<file path="config.mk">
export PLATFORM = sky130hd
export DESIGN_NAME = fpu_comparator
export DESIGN_NICKNAME = d
export VERILOG_FILES = /design/src/rtl/fpu_comparator.sv
export SDC_FILE = /design/constraint.sdc
export NUM_CORES = 1
export LEC_CHECK = 0
export BUFFER_PORTS_ARGS = -buffer_cell sky130_fd_sc_hd__buf_2
export CORE_MARGIN = 2
export CORE_UTILIZATION = 47
export DETAILED_ROUTE_END_ITERATION = 16
export PLACE_DENSITY = 0.77
export SKIP_CTS_REPAIR_TIMING = 1
export SLEW_MARGIN = 20
export SYNTH_ARGS = -nofsm -noshare
export SYNTH_HDL_FRONTEND = slang
export SYNTH_SLANG_ARGS = --single-unit
</file>
<file path="constraint.sdc">
create_clock -name clk -period 6.8 [get_ports clk]
set_input_delay 2.04 -clock clk [delete_from_list [all_inputs] [get_ports clk]]
set_output_delay 2.04 -clock clk [all_outputs]
set_load 0.01 [all_outputs]
</file>
<file path="src/rtl/fpu_comparator.sv">
// Signed a - b comparator stage: registered difference, true signed order, equality and overflow.
// Optional `FPU_CMP_ABS_EN` adds the abs_diff output (|a - b| as unsigned).
module fpu_comparator #(
  parameter int unsigned size = 32
) (
  input  logic            clk,
  input  logic            rst,
  input  logic            in_valid,
  input  logic [size-1:0] a,
  input  logic [size-1:0] b,
  output logic            out_valid,
  output logic [size-1:0] difference,
  output logic            sign,
  output logic            eq,
`ifdef FPU_CMP_ABS_EN
  output logic [size-1:0] abs_diff,
`endif
  output logic            ovf
);

  localparam int unsigned MSB  = size - 1;
  localparam int unsigned WIDE = size + 1;

  logic [size-1:0] diff_c;
  logic            ovf_c;
  logic            eq_c;
  logic            sign_c;

  // Two's complement subtract; carry out is dropped, so the result wraps.
  always_comb begin
    diff_c = a + ~b + size'(1);
    ovf_c  = (a[MSB] != b[MSB]) && (diff_c[MSB] != a[MSB]);
    eq_c   = (diff_c == '0);
    sign_c = eq_c ? 1'b0 : (diff_c[MSB] ^ ovf_c);
  end

`ifdef FPU_CMP_ABS_EN
  logic [size:0]   wide_c;
  logic [size-1:0] abs_c;

  // Sign-extended difference never overflows, so its magnitude fits in size bits.
  always_comb begin
    wide_c = {a[MSB], a} - {b[MSB], b};
    abs_c  = size'(wide_c[size] ? (~wide_c + WIDE'(1)) : wide_c);
  end
`endif

  always_ff @(posedge clk) begin
    if (rst) begin
      out_valid  <= 1'b0;
      difference <= '0;
      sign       <= 1'b0;
      eq         <= 1'b0;
      ovf        <= 1'b0;
`ifdef FPU_CMP_ABS_EN
      abs_diff   <= '0;
`endif
    end else begin
      out_valid <= in_valid;
      if (in_valid) begin
        difference <= diff_c;
        sign       <= sign_c;
        eq         <= eq_c;
        ovf        <= ovf_c;
`ifdef FPU_CMP_ABS_EN
        abs_diff   <= abs_c;
`endif
      end
    end
  end

endmodule

</file>
==> results of run 1 <==
-- cell usage in the layout (no fill, tap or decap), drive strengths merged, types with 12 or more instances in the layout --
cell type,count
buf,152
nor2,56
inv,45
dfxtp,36
a21oi,36
ha,31
nand2,28
o21ai,26
mux2i,22
xnor2,13
a211oi,13
a21o,12
-- cell usage after synthesis (5+ instances only) --
| library cell | count |
|---|---|
| ha_1 | 31 |
| o21ai_0 | 24 |
| nor3_1 | 5 |
| or3_1 | 6 |
| nor2_1 | 56 |
| nand2_1 | 28 |
| nand3_1 | 11 |
| and2_1 | 5 |
| dfxtp_1 | 36 |
| and3_1 | 9 |
| inv_1 | 45 |
| xor2_1 | 6 |
| a21o_1 | 12 |
| xnor2_1 | 13 |
| clkbuf_1 | 16 |
| nand4_1 | 8 |
| a211oi_1 | 13 |
| o21bai_1 | 5 |
| a31oi_1 | 8 |
| a21oi_1 | 36 |
| mux2i_1 | 22 |
-- registers in the layout, summed over array words and instances, names as in the netlist --
| signal | count |
|---|---|
| difference | 32 |
| eq | 1 |
| out_valid | 1 |
| ovf | 1 |
| sign | 1 |
-- how the worst min path moves through the flow --
stage,from,end,slack [ns],cells past startpoint
final,difference[24],difference[24],0.48,2
after detailed placement,difference[24],difference[24],0.47,2
after global routing,difference[31],difference[31],0.50,2
after global placement,difference[28],difference[28],0.45,2
after floorplan,difference[24],difference[24],0.49,2
after CTS,difference[24],difference[24],0.48,2
-- layer usage --
metal  routed length (um)  vias to the layer above  share of wire
li1                     -                     1898              -
met1                 4695                     1730           0.46
met2                 4757                      139           0.46
met3                  530                       20          0.052
met4                  259                        0          0.025
met5                    0                        -              0
-- metrics by stage --
step	cell area (um^2)	utilization
floorplan	3381	-
global placement	4313	0.6313
detailed placement	4313	0.6313
CTS	4407	0.6451
global route	4522	0.6619
finish	4522	0.6619
-- cell families after synthesis --
| logic type | count (synthesis) |
|---|---|
| buf+inv | 63 |
| compound gates | 127 |
| fa+ha+maj | 33 |
| mux | 23 |
| flops | 36 |
| xor+xnor | 19 |
| simple gates | 150 |
-- layout make-up --
| type | instances | area [um^2] |
|---|---|---|
| inverter | 45 | 168.9 |
| tap | 96 | 120.1 |
| timing repair buffer | 152 | 898.4 |
| sequential | 36 | 720.7 |
| clock buffer | 7 | 86.33 |
| clock inverter | 1 | 7.507 |
| fill | 600 | 2310 |
| multi-input combinational | 352 | 2520 |
-- power by group --
part,total (mW),switching (mW),internal [mW]
clock network,0.158,0.0759,0.0823
logic,0.364,0.200,0.164
registers,0.246,0.0125,0.234
-- critical path: cells and delay by family --
family          cells  cell delay, ns
fa+ha+maj           2            0.77
buf+inv             2            0.13
simple gates        8            2.42
compound gates      8            1.51
==> key figures, run 1 <==
Status
  • Status: complete, no violations

Synthesis
  • Post-synthesis simple-gate area fraction: 0.2235
  • FF+latch count, synth: 36
  • Number of distinct library cells after synthesis: 55
  • Cells after Synth: 451
  • Main combinational cell family by area after synthesis: compound AO/OA/AOI/OAI gates
  • Synth Area per Inst: 7.424 um^2
  • Synth Area in Compound Gates: 0.2436
  • Syn Std Cell Area: 0.003348 mm^2
  • Mapped Nets: 551
  • Post-Synth XOR/XNOR Area: 0.04970
  • Adder-cell share of the synthesized area: 0.1278
  • Mux share of post-synthesis cell area: 0.06913
  • Post-synth EDFFs: 0
  • Post-synthesis async set-or-reset flop share: 0
  • Post-synth top flop: dfxtp_1
  • Largest cells by area after synthesis: dfxtp_1 22%, ha_1 12%, mux2i_1 6.6%, nor2_1 6.3%, a21oi_1 5.4%
  • Post-synth top area share: 0.2152
  • Yosys warns: 0
  • Sequential share of the synthesized area: 0.2152
  • Yosys top cell by area: dfxtp_1

Setup path
  • CP max-delay cell: or4_4
  • Critical Path Max Stage Delay: 0.56 ns
  • R2R Setup Slk: 5.97 ns
  • Worst setup SP type: primary input
  • Setup CP Type: primary input to register
  • CP endpoint: sign
  • Setup crit start: b[5]
  • Worst Setup End Kind: register
  • R2R Path Start: sign
  • Worst-path cell chain: buf_2, inv_1, ha_4, nand4_1, a211oi_2, o21ai_2, a2111oi_4, o21ai_1, a31oi_1, o21ai_1, nand2_1, a21oi_2, fa_1, nand3_1, or4_4, nor4_2, or4b_1, or4b_1, or4_4, a211o_1
  • Required @ worst endpoint: 6.98 ns
  • Critical path fanouts, max: 3
  • Crit Reg-Reg Endpoint: sign
  • Worst R2R Path Depth: 2
  • Arr. time, crit path: 6.89 ns

Global routing
  • Global-route usage over all layers: 0.2518
  • Number of global-route vias before repair: 3,416
  • Met1 Track Usage GR: 0.3484
  • Antenna violations before repair: 0
  • GR Overflow Total: 0
  • Met3 usage in global routing: 0.01679
  • Pin count of the biggest net entering global routing: 39
  • First-pass GRT wire length: 15.70 mm
  • Grt met2 use: 0.4252
  • GR peak layer: met2

Clock network
  • Htree depth: 2
  • Root buffer cell: clkbuf_8
  • CTS max path bufs: 2
  • Clock latency on the worst-skew pair: 0.29 ns
  • CTS tree: built
  • Sinks on Clock Net: 36
  • CTS clk-pin slew, worst paths: 0.07 ns
  • Num CTS Buffers: 5

Layout
  • Ant diodes: 0
  • Cell Count, Final, Fillers Out: 689
  • Area Overhead vs Synth: 35.05%
  • Fraction of layout instances using a drive strength above 1: 0.3086
  • Nets: 692

STA
  • Crit share post-route: 0.9879
  • Setup ws final: 0.08242 ns
  • Skew final: 0 ns
  • Hold WS: 0.4779 ns
  • Setup_tns: 0 ns
  • Setup violations, final: 0
  • Unrepaired setup endpoints after global routing: yes
  • Hold Fails Final Rpt: 0
  • Crit path time final: 6.718 ns
  • Tightest Pin Transition: 0.9036 ns
  • Slew headroom: 0.3976
  • Max Slew Vio Count: 0
  • Fmax: 0.1489 GHz

Drt
  • DR vias: 3,787
  • Vias per cell: 5.496
  • DRT Pass-1 Iters: 5
  • Routed length per instance: 14.87 um
  • DRC: 0
  • Starting DRC count in detailed routing: 238
  • Final wirelength: 10.24 mm
  • Final ANT Viol Nets: 0

Placed design
  • RePlAce Congestion: 0.9462
  • Placement Setup Slack: -0.2924 ns
  • DP Wirelength: 8.281 mm
  • Port buffer count: 102
  • Cells after DPL: 681

Floorplan
  • Top Ports: 103
  • Starting density of the core: 0.4901
  • Die ar.: 0.007815 mm^2
  • Chip width: 88.40 um
  • # rows: 30
  • Core box area: 0.006832 mm^2
  • Die Span Y: 88.40 um

Power
  • Worst vdd ir: 62.24 uV
  • Pwr per Cell Area: 169.9 mW/mm^2
  • Total chip power: 768.2 uW
  • Lkg Pwr: 2.270 nW

Flow run
  • Max_cap viols: 0

Hold path
  • Tightest Hold Check Type: register to register
(Power assumes the default switching activity.)
==> run 2: changes to the inputs <==
--- a/config.mk
+++ b/config.mk
@@ -7,8 +7,10 @@
 export LEC_CHECK = 0
 export BUFFER_PORTS_ARGS = -buffer_cell sky130_fd_sc_hd__buf_2
+export CELL_PAD_IN_SITES_DETAIL_PLACEMENT = 0
+export CELL_PAD_IN_SITES_GLOBAL_PLACEMENT = 1
 export CORE_MARGIN = 2
-export CORE_UTILIZATION = 47
+export CORE_UTILIZATION = 33
 export DETAILED_ROUTE_END_ITERATION = 16
-export PLACE_DENSITY = 0.77
+export PLACE_DENSITY_LB_ADDON = 0.1
 export SKIP_CTS_REPAIR_TIMING = 1
 export SLEW_MARGIN = 20
==> constraint.sdc (replaced) <==
create_clock -name clk -period 6.8 [get_ports clk]
set_input_delay 2.04 -clock clk [delete_from_list [all_inputs] [get_ports clk]]
set_output_delay 2.04 -clock clk [all_outputs]
set_load 0.05 [all_outputs]
==> run 2 against run 1 <==
Die area rose by 40%. Global-route usage fell by 6.1 points. Count of clock-buffer cells in the layout is the same. Worst hold slack got worse by 0.010 ns. Critical path type unchanged. Largest cell class unchanged.
==> key figures, run 2 (synthesis gave the netlist of run 1 again) <==
STA
  • Fmax: 0.1478 GHz (-0.73%)
  • Max Slew Vio Count: 0 (unchanged)
  • Slew headroom: 0.3791 (-0.01845)
  • Skew final: 0 ns (unchanged)
  • Setup ws final: 0.03330 ns (-0.04912 ns)
  • Setup violations, final: 0 (unchanged)
  • Unrepaired setup endpoints after global routing: yes
  • Hold Fails Final Rpt: 0 (unchanged)
  • Tightest Pin Transition: 0.9313 ns (+0.02768 ns)
  • Crit share post-route: 0.9951 (+0.007224)
  • Hold WS: 0.4677 ns (-0.01018 ns)
  • Crit path time final: 6.767 ns (+0.04912 ns)

Global routing
  • Global-route usage over all layers: 0.1904 (-0.06140)
  • Antenna violations before repair: 0 (unchanged)
  • Pin count of the biggest net entering global routing: 39 (unchanged)
  • GR Overflow Total: 0 (unchanged)
  • First-pass GRT wire length: 17.33 mm (+10%)
  • Number of global-route vias before repair: 3,525 (+3.2%)

Drt
  • Routed length per instance: 14.36 um (-3.4%)
  • DRC: 0 (unchanged)
  • Starting DRC count in detailed routing: 205 (-14%)
  • Final wirelength: 10.51 mm (+2.6%)
  • Vias per cell: 5.112 (-7.0%)
  • DRT Pass-1 Iters: 5 (unchanged)
  • DR vias: 3,742 (-1.2%)
  • Final ANT Viol Nets: 0 (unchanged)

Clock network
  • Clock latency on the worst-skew pair: 0.29 ns (about the same)
  • CTS clk-pin slew, worst paths: 0.07 ns (about the same)
  • Htree depth: 2 (unchanged)
  • Root buffer cell: clkbuf_8
  • Sinks on Clock Net: 36 (unchanged)
  • CTS max path bufs: 2 (unchanged)
  • CTS tree: built
  • Num CTS Buffers: 5 (unchanged)

Floorplan
  • Die ar.: 0.01097 mm^2 (+40%)
  • # rows: 36 (+20%)
  • Chip width: 104.7 um (+18%)
  • Starting density of the core: 0.3410 (-0.1491)
  • Top Ports: 103 (unchanged)
  • Die Span Y: 104.7 um (+18%)
  • Core box area: 0.009819 mm^2 (+44%)

Placed design
  • RePlAce Congestion: 0.8843 (-6.5%)
  • Cells after DPL: 720 (+5.7%)
  • Port buffer count: 102 (unchanged)
  • DP Wirelength: 8.642 mm (+4.4%)
  • Placement Setup Slack: -0.4512 ns (-0.1588 ns)

Power
  • Share of power burned in registers: 0.291 (-0.029)
  • Power share of the combinational group: 0.509 (+0.035)
  • Total chip power: 843.9 uW (+9.9%)
  • Worst vdd ir: 81.86 uV (+32%)
  • Pwr per Cell Area: 182.3 mW/mm^2 (+7.3%)
  • Lkg Pwr: 2.309 nW (+1.7%)
  • Sw frac: 0.4210 (+0.04497)
  • Clock power share: 0.200 (-0.006)
  • Net load switching power: 355.3 uW (+23%)
  • Internal power: 488.6 uW (+1.9%)

Layout
  • Fraction of layout instances using a drive strength above 1: 0.3189 (+0.01026)
  • Reg with most FFs: difference
  • Final core utilization: 0.4713 (-0.1906)
  • Area Overhead vs Synth: 38.23%
  • Ant diodes: 0 (unchanged)
  • Cell Count, Final, Fillers Out: 732 (+6.2%)
  • Nets: 699 (+1.0%)
  • Max reg flops: 32 (unchanged)
  • Most common library cell in the layout ignoring fill and taps: buf_2
  • Commonest non-fill, non-tap cells in the layout: 100 x buf_2, 56 x nor2_1, 56 x buf_4

Setup path
  • Worst Setup End Kind: register
  • Required @ worst endpoint: 6.99 ns (about the same)
  • Buf/Inv on CP: 3 (+1)
  • Critical Path Max Stage Delay: 0.55 ns (about the same)
  • Setup CP Type: primary input to register
  • Worst setup SP type: primary input
  • Crit-path leading delay family: simple AND/OR/NAND/NOR gates
  • Arr. time, crit path: 6.95 ns (+0.06 ns)
  • Worst-path cell chain: buf_2, inv_2, ha_4, nand4_1, buf_6, a211oi_4, o21ai_2, a2111oi_4, o21ai_2, a31oi_2, o21ai_1, nand2_1, a21oi_2, fa_1, nand3_1, or4_4, nor4_2, or4b_1, or4b_1, or4_4, a211o_1
  • Critical path fanouts, max: 3 (unchanged)
  • CP max-delay cell: or4_4

Status
  • Status: complete, no violations

Flow run
  • Max_cap viols: 0 (unchanged)

Hold path
  • Tightest Hold Check Type: register to register
==> run 2: routing by layer <==
| metal | global-route usage | share of wire | vias to the layer above |
|---|---|---|---|
| met5 | 0 | 0 | - |
| met4 | 0.03238 | 0.0097 | 0 |
| met3 | 0.03119 | 0.051 | 9 |
| met2 | 0.2982 | 0.43 | 120 |
| met1 | 0.2771 | 0.51 | 1703 |
| li1 | - | - | 1910 |
==> run 2: final cells by class <==
| type | instances | area [um^2] |
|---|---|---|
| well taps | 133 | 166.4 |
| clock buffers | 7 | 96.34 |
| inverters | 45 | 168.9 |
| fillers | 1074 | 5191 |
| repair buffers | 159 | 954.7 |
| flip-flops and latches | 36 | 720.7 |
| multi-input cells | 352 | 2521 |
==> run 2: power by group through the flow <==
stage | logic (mW) | registers, mW | clock network (mW)
global placement | 0.414 | 0.250 | 0
detailed placement | 0.415 | 0.251 | 0
finish | 0.430 | 0.246 | 0.169
floorplan | 0.203 | 0.326 | 0
global route | 0.470 | 0.249 | 0.182
CTS | 0.417 | 0.246 | 0.174
==> run 2: worst paths after layout <==
kind / from / endpoint / slack, ns / cells after the start
min reg2reg: difference[26] / difference[26] / 0.47 / 2
min: difference[26] / difference[26] / 0.47 / 2
max reg2reg: difference[11] / difference[11] / 5.99 / 3
max: b[7] / sign / 0.03 / 21
==> run 2: metrics by stage <==
step                      area [um^2]  TNS [ns]
after floorplan                  3381         0
after global routing             4628   -0.1438
after global placement           4374   -0.6098
after CTS                        4471   -0.1855
final                            4628         0
after detailed placement         4374   -0.7725
==> run 2: tightest hold or removal path, stage by stage, from the launching register on <==
cell and delay, ns:
dfxtp_1 0.31, nand2_1 0.06, a21oi_1 0.06
